File: src/rtl/lr_pkg.sv
// Shared defaults and FSM state encoding for the sample loader.
package lr_pkg;

    localparam int DEF_ELEM_WIDTH  = 14;
    localparam int DEF_NUM_SAMPLES = 3;
    localparam int DEF_MAX_VAL     = 99;

    typedef enum logic [2:0] {
        IDLE,
        GET_X,
        GET_Y,
        FULL,
        READY,
        ERROR
    } state_t;

endpackage

File: src/rtl/sample_loader_rise_detect.sv
// Registered rising-edge detector; stays quiet on the first clock after reset
// so a level already high at release is not mistaken for a fresh edge.
module rise_detect (
    input  logic clk,
    input  logic rst,
    input  logic sig,
    output logic rise
);

    logic sig_q, sig_d;
    logic armed_q, armed_d;

    always_comb begin
        sig_d   = sig;
        armed_d = 1'b1;
    end

    always_ff @(posedge clk or negedge rst) begin
        if (!rst) begin
            sig_q   <= 1'b0;
            armed_q <= 1'b0;
        end else begin
            sig_q   <= sig_d;
            armed_q <= armed_d;
        end
    end

    assign rise = sig & ~sig_q & armed_q;

endmodule

File: src/rtl/sample_loader.sv
// Captures NUM_SAMPLES (x, y) word pairs from a push button into a design
// matrix with a constant-1 column and a target vector for the solver stage.
module sample_loader
    import lr_pkg::*;
#(
    parameter int ELEM_WIDTH  = DEF_ELEM_WIDTH,
    parameter int NUM_SAMPLES = DEF_NUM_SAMPLES,
    parameter int MAX_VAL     = DEF_MAX_VAL
) (
    input  logic                                  clk,
    input  logic                                  rst,
    input  logic                                  enter,
    input  logic [ELEM_WIDTH-1:0]                 data_in,
    input  logic                                  input_done,
    output logic [NUM_SAMPLES*2*ELEM_WIDTH-1:0]   x_data,
    output logic [NUM_SAMPLES*ELEM_WIDTH-1:0]     y_data,
    output logic                                  error,
    output logic                                  ready,
    output logic [$clog2(NUM_SAMPLES+1)-1:0]      sample_count
);

    localparam int                    CW        = $clog2(NUM_SAMPLES + 1);
    localparam logic [ELEM_WIDTH-1:0] MAX_W     = ELEM_WIDTH'(MAX_VAL);
    localparam logic [ELEM_WIDTH-1:0] ONE       = ELEM_WIDTH'(1);
    localparam logic [CW-1:0]         LAST_PAIR = CW'(NUM_SAMPLES - 1);

    state_t                state_q, state_d;
    logic [ELEM_WIDTH-1:0] x_q [NUM_SAMPLES];
    logic [ELEM_WIDTH-1:0] x_d [NUM_SAMPLES];
    logic [ELEM_WIDTH-1:0] y_q [NUM_SAMPLES];
    logic [ELEM_WIDTH-1:0] y_d [NUM_SAMPLES];
    logic [CW-1:0]         count_q, count_d;
    logic                  error_q, error_d;
    logic                  ready_q, ready_d;

    logic word_ev;
    logic done_ev;
    logic in_range;

    rise_detect u_enter_rd (
        .clk  (clk),
        .rst  (rst),
        .sig  (enter),
        .rise (word_ev)
    );

    rise_detect u_done_rd (
        .clk  (clk),
        .rst  (rst),
        .sig  (input_done),
        .rise (done_ev)
    );

    assign in_range = (data_in <= MAX_W);

    always_comb begin
        state_d = state_q;
        x_d     = x_q;
        y_d     = y_q;
        count_d = count_q;

        case (state_q)
            // IDLE behaves as GET_X for pair 0 since count is zero there
            IDLE, GET_X: begin
                if (done_ev || (word_ev && !in_range)) begin
                    state_d = ERROR;
                end else if (word_ev) begin
                    for (int unsigned i = 0; i < NUM_SAMPLES; i++)
                        if (CW'(i) == count_q) x_d[i] = data_in;
                    state_d = GET_Y;
                end
            end
            GET_Y: begin
                if (done_ev || (word_ev && !in_range)) begin
                    state_d = ERROR;
                end else if (word_ev) begin
                    for (int unsigned i = 0; i < NUM_SAMPLES; i++)
                        if (CW'(i) == count_q) y_d[i] = data_in;
                    count_d = count_q + 1'b1;
                    state_d = (count_q == LAST_PAIR) ? FULL : GET_X;
                end
            end
            FULL: begin
                if (word_ev)      state_d = ERROR;
                else if (done_ev) state_d = READY;
            end
            READY: begin
                if (word_ev && !in_range) begin
                    state_d = ERROR;
                end else if (word_ev) begin
                    for (int unsigned i = 0; i < NUM_SAMPLES; i++) begin
                        x_d[i] = '0;
                        y_d[i] = '0;
                    end
                    x_d[0]  = data_in;
                    count_d = '0;
                    state_d = GET_Y;
                end
            end
            ERROR:   state_d = ERROR;
            default: state_d = IDLE;
        endcase

        error_d = (state_d == ERROR);
        ready_d = (state_d == READY);
    end

    always_ff @(posedge clk or negedge rst) begin
        if (!rst) begin
            state_q <= IDLE;
            for (int unsigned i = 0; i < NUM_SAMPLES; i++) begin
                x_q[i] <= '0;
                y_q[i] <= '0;
            end
            count_q <= '0;
            error_q <= 1'b0;
            ready_q <= 1'b0;
        end else begin
            state_q <= state_d;
            x_q     <= x_d;
            y_q     <= y_d;
            count_q <= count_d;
            error_q <= error_d;
            ready_q <= ready_d;
        end
    end

    for (genvar g = 0; g < NUM_SAMPLES; g++) begin : g_pack
        assign x_data[(2*g)*ELEM_WIDTH   +: ELEM_WIDTH] = x_q[g];
        assign x_data[(2*g+1)*ELEM_WIDTH +: ELEM_WIDTH] = ONE;
        assign y_data[g*ELEM_WIDTH       +: ELEM_WIDTH] = y_q[g];
    end

    assign error        = error_q;
    assign ready        = ready_q;
    assign sample_count = count_q;

endmodule

File: config.mk
export PLATFORM = sky130hd
export DESIGN_NAME = sample_loader
export DESIGN_NICKNAME = d
export VERILOG_FILES = /design/src/rtl/lr_pkg.sv /design/src/rtl/sample_loader_rise_detect.sv /design/src/rtl/sample_loader.sv
export SDC_FILE = /design/constraint.sdc
export NUM_CORES = 1
export LEC_CHECK = 0
export BUFFER_PORTS_ARGS = -buffer_cell sky130_fd_sc_hd__buf_2
export CAP_MARGIN = 30
export CORE_ASPECT_RATIO = 0.5
export CORE_MARGIN = 2
export CORE_UTILIZATION = 30
export DETAILED_ROUTE_END_ITERATION = 16
export PLACE_DENSITY = 0.62
export SYNTH_ARGS = -nofsm -noshare
export SYNTH_HDL_FRONTEND = slang
export SYNTH_SLANG_ARGS = --single-unit
File: constraint.sdc
create_clock -name clk -period 2.18 [get_ports clk]
set_input_delay 0.109 -clock clk [delete_from_list [all_inputs] [get_ports clk]]
set_output_delay 0.109 -clock clk [all_outputs]
set_load 0.005 [all_outputs]
* After elaboration in Yosys (flattened, before gate mapping)
Index checks and enable logic that the tools add are counted.
** Cells by class
- Add/sub/neg operators :: 1
- $lt $le $gt $ge :: 1
- Eq/ne operators :: 22
- Multiplexer cells :: 25
- Bitwise operators :: 6
- Reductions and logical operators :: 15
** Operator list (count)
- 2-to-1 mux 42 bit :: 6
- case mux 42 bit (2 select lines) :: 2
- 2-to-1 mux 14 bit :: 3
- AND reduction 6 bit :: 6
- inequality test 2 bit (second input constant) :: 12
- 2-to-1 mux 3 bit :: 7
- case mux 3 bit (5 select lines) :: 1
- less-or-equal comparator 14 x 7 -> 1 bit (second input constant) :: 1
- == test 3 bit (second input constant) :: 4
- 2-to-1 mux 2 bit :: 5
- == test 3 x 2 -> 1 bit (second input constant) :: 2
- AND reduction 5 bit :: 1
- bitwise AND 1 bit :: 4
- case mux 2 bit (2 select lines) :: 1
- nonzero test 2 bit :: 2
- == test 3 x 1 -> 1 bit (second input constant) :: 1
- logical NOT 3 bit :: 1
- adder 2 x 1 -> 2 bit (second input constant) :: 1
- == test 1 x 2 -> 1 bit (first input constant) :: 1
- == test 2 bit (first input constant) :: 1
- == test 2 bit (second input constant) :: 1
- logical NOT 2 bit :: 1
- NOT 1 bit :: 2
- OR reduction 2 bit :: 1
- 3 further kinds :: 3
** Storage, ports and cells
- Register bits :: 94
- Input bits :: 18
- Output and inout bits :: 130
- Logic and storage cells :: 83

* Longest topological paths before layout
- Depth in word-level cells :: 8
- Mapped depth :: 7
- Depth with buffers taken out :: 6

* Cells and area by module
A second synthesis with hierarchy kept.
** Unflattened totals
- Cells, all modules :: 341
- Area, all modules :: 4120.2 um2
** Modules (own cells, without submodules)
- sample_loader :: instances 1, cells an instance 333, area each 3995.1 um2, seq. area each 2277.2 um2
- rise_detect :: instances 2, cells an instance 4, area each 62.6 um2, seq. area each 50.0 um2

* Worst setup path before layout
Ideal clock, no wire load.
- Kind :: reg-to-reg
- Start :: register count_q[0], in the netlist sample_count[0]
- End :: register y_q (netlist bit y_data[4])
- Library setup time :: 0.125 ns
- Arrival :: 1.833 ns
- Data required time :: 2.055 ns
- Setup slack :: 0.223 ns
- Stages on the path, launching flop included :: 8
- Buffers on the path :: 1
- Period minus slack after synthesis :: 1.957 ns
- Cells stage by stage :: dfrtp_1 inv_1 ha_1 or3b_2 a21oi_1 nor3_4 buf_4 mux2_2
** On the way
- Longest elaborated chain between the ends :: 3
** RTL lines
- from (decl) :: RTL line sample_loader.sv:32 : logic [CW-1:0] count_q, count_d;
- from (signal assigned) :: RTL line sample_loader.sv:122 : count_q <= count_d;
- logical NOT 2 bit :: RTL line sample_loader.sv:78 : if (CW'(i) == count_q) y_d[i] = data_in;
- inequality test 2 bit (no source line)
- AND reduction 6 bit (no source line)
- to (signal assigned) :: RTL line sample_loader.sv:121 : y_q <= y_d;
- to (decl) :: RTL line sample_loader.sv:30 : logic [ELEM_WIDTH-1:0] y_q [NUM_SAMPLES];
No other way between the ends.
A chain may end at the register's enable or synchronous reset.

* Worst setup path in the final report
- Start :: register count_q[0], in the netlist sample_count[0]
- End :: register y_q (netlist bit y_data[0])
Same word-level chain as after synthesis.

==> results.json <==
{
  "die_h_um": 87.2,
  "initial_standard_cell_utilization_of_the_core_pct": 30.7,
  "postRouteWirelength_um": 8890,
  "worstPathMaxFanout": 8,
  "yosys_warnings": 0,
  "synth.lib_cells_used.distinct": 52,
  "seq_power_share_pct": 46.5,
  "first_global_vias": 2536,
  "fmax_mhz": 494,
  "finalHoldViolCount": 0,
  "tritoncts": "built",
  "synth.yosys.seq_area_share_pct": 56.6,
  "grt.overflow.total": 0,
  "worst-setup-path-type": "reg2reg",
  "synth_area_um2": 4160,
  "drtIter0Drc": 157,
  "synth_enable_flop_cells": 0,
  "final.setup.worst_slack_ps": 155,
  "timing_max_transition_violations_final": 0,
  "grt_antenna_before_repair": 0,
  "buffer_ports.inserted": 105,
  "drc_errors": 0,
  "relSlewSlack_pct": 57.7,
  "synth-seq-cells": 94,
  "clock_tree.root_cell": "sky130_fd_sc_hd__clkbuf_16",
  "timing.hold.worst.class": "in2reg",
  "design.portCount": 148,
  "clock_tree.buffer_depth": 2,
  "run_status": "finished, final reports clean",
  "final_antenna_net_count": 0,
  "power_leakage_nw": 2.78,
  "power.internal_mw": 3.12,
  "rsz0062_at_grt": "no",
  "pre_cts_ws_ps": -65.7,
  "ir_drop_v": 0.000429,
  "worstSetupEndpointType": "flip-flop",
  "crit_path_dat_ps": 2240,
  "cts.reportedPaths.clkPinSlew_ps": 60,
  "timing.final.crit_share_pct": 92.9,
  "htreeDepth": 3,
  "clock-sinks": 94,
  "netSwitchingPower_mw": 0.828,
  "placement_rows": 30,
  "postSynthAreaPerCell_um2": 12.6,
  "synth_flop_cell": "sky130_fd_sc_hd__dfrtp_1",
  "fp.coreArea_um2": 13600,
  "routedWlPerCell_um": 13.8,
  "setup_total_negative_slack_ps": 0,
  "drt_pass1_iterations": 4,
  "detailedPlacementHpwl_um": 6460,
  "yosysMostFrequentCell": "sky130_fd_sc_hd__dfrtp_1",
  "synthesis.instances": 331,
  "ys_async_rst_share_pct": 100,
  "number_of_buffers_created_by_cts": 9,
  "insertedDiodeCount": 0,
  "switching_share_pct": 21.0,
  "share_of_power_burned_in_the_clock_network_pct": 45.9,
  "dr_total_vias": 2707,
  "die_wd_um": 170,
  "final-setup-viol-count": 0,
  "yosys-top-cells-count": "sky130_fd_sc_hd__dfrtp_1, sky130_fd_sc_hd__buf_4, sky130_fd_sc_hd__nor2b_1",
  "synth.area.top_cells": "sky130_fd_sc_hd__dfrtp_1, sky130_fd_sc_hd__buf_4, sky130_fd_sc_hd__nor2b_1",
  "layout.cells.non_filler": 643,
  "placed_cells_incl_taps": 622,
  "synth_top_cell_area_share_pct": 56.6,
  "finalWeightedCongestion": 0.794,
  "combPwrFrac_pct": 7.6,
  "grt_use_total_pct": 12.3,
  "die_area_um2": 14900,
  "grt_max_degree": 50,
  "fin_crit_ps": 2030,
  "final_nets": 467,
  "final_layout_size_suffix_gt1_share_pct": 37.5,
  "worstSkewPairLatency_ps": 340,
  "timing.clock.skew_ps": 8.49,
  "pwr_density_cell_nw_per_um2": 761,
  "timing.max_cap.violations": 0,
  "yosys.area.top_type": "sky130_fd_sc_hd__dfrtp_1",
  "timing.critical_path.required_ps": 2400,
  "grt_pass1_wl_um": 13900,
  "setup.worst_path.start_class": "flip-flop",
  "timing_worst_slew_pin_value_ps": 635,
  "layout_overhead_on_the_synthesized_area_pct": 24.6,
  "avgViaCountPerCell": 4.21
}
==> per-layer routing <==
layer  vias up  global-route usage (%)  wire length (um)
met2        96                    20.4              4530
met5         -                       0                 0
met4         0                    5.13               142
li1       1276                       -                 -
met1      1325                    15.5              3810
met3        10                    3.27               408
==> through the flow <==
step	utilization [%]	hold slack [ps]	cell area, um2	total power [mW]
floorplan	-	-187	4310	2.06
global placement	35.2	176	4760	2.16
detailed placement	35.2	178	4760	2.17
CTS	38.2	39.9	5170	4.00
global route	38.2	47.5	5180	4.11
finish	38.2	42.1	5180	3.94
==> power groups by stage <==
stage	combinational (mW)	sequential, mW	clock, mW
2_1_floorplan	0.195	1.87	0
6_report	0.300	1.83	1.81
3_3_place_gp	0.299	1.86	0
5_1_grt	0.336	1.84	1.93
4_1_cts	0.305	1.83	1.86
3_5_place_dp	0.300	1.87	0
==> worst max-delay path: stages (launching register included) <==
cell                      delay (ps)
sky130_fd_sc_hd__dfrtp_1         390
sky130_fd_sc_hd__inv_1           110
sky130_fd_sc_hd__ha_1            230
sky130_fd_sc_hd__or3b_2          450
sky130_fd_sc_hd__a21oi_1         260
sky130_fd_sc_hd__nor3_4           60
sky130_fd_sc_hd__buf_12          150
sky130_fd_sc_hd__mux2_2          260
==> final cells by class <==
cell class	instances	area, um2
fill	1331	8370
sequential	94	2350
multi-input combinational	210	1520
timing repair buffer	121	681
clock buffer	13	260
tap	192	240
clock inverter	3	90.1
inverter	10	37.5
==> cell usage in the layout, fill, tap and decap left out, types with 9 or more instances in the layout <==
| master | synthesis | routed |
|---|---|---|
| sky130_fd_sc_hd__and2_1 | 21 | 21 |
| sky130_fd_sc_hd__buf_2 | 6 | 104 |
| sky130_fd_sc_hd__buf_4 | 43 | 12 |
| sky130_fd_sc_hd__clkbuf_16 | 0 | 9 |
| sky130_fd_sc_hd__conb_1 | 2 | 43 |
| sky130_fd_sc_hd__dfrtp_1 | 94 | 94 |
| sky130_fd_sc_hd__inv_1 | 10 | 10 |
| sky130_fd_sc_hd__mux2_2 | 15 | 15 |
| sky130_fd_sc_hd__nand2_1 | 13 | 13 |
| sky130_fd_sc_hd__nor2b_1 | 30 | 30 |
| sky130_fd_sc_hd__o2bb2ai_1 | 14 | 14 |
==> repair_timing <==
action,CTS,global route
pin swaps,1,0
setup endpoints to repair,7,21
setup buffers,2,0
resized for setup,0,2
endpoints found under the hold margin,50,0
hold buffers,3,0
==> final timing paths <==
kind | from | endpoint | slack (ps) | cells after the start
min in group asynchronous | rst | y_data[39]$_DFFE_PN0P_ | 370 | 2
max in group asynchronous | rst | u_done_rd.armed_q$_DFF_PN0_ | 1160 | 3
worst max-delay path | sample_count[0]$_DFFE_PN0P_ | y_data[0]$_DFFE_PN0P_ | 150 | 7
worst min register to register | x_data[56]$_DFFE_PN0P_ | x_data[56]$_DFFE_PN0P_ | 480 | 1
worst max register to register | sample_count[0]$_DFFE_PN0P_ | y_data[0]$_DFFE_PN0P_ | 150 | 7
worst min-delay path | data_in[0] | x_data[0]$_DFFE_PN0P_ | 40 | 2
==> sequential cells by signal, summed over array words and instances, names as in the netlist <==
| signal | flops |
|---|---|
| error | 1 |
| ready | 1 |
| sample_count | 2 |
| state_q | 3 |
| u_done_rd.armed_q | 1 |
| u_done_rd.sig_q | 1 |
| u_enter_rd.sig_q | 1 |
| x_data | 42 |
| y_data | 42 |
==> cells by family after synthesis <==
kind of cell	share of synthesized area (%)
other cells	0.181
compound gates	9.75
buf+inv	10.7
simple gates	15.4
mux	6.41
fa+ha+maj	0.903
flops	56.6
Power figures use the tool's default switching activity.
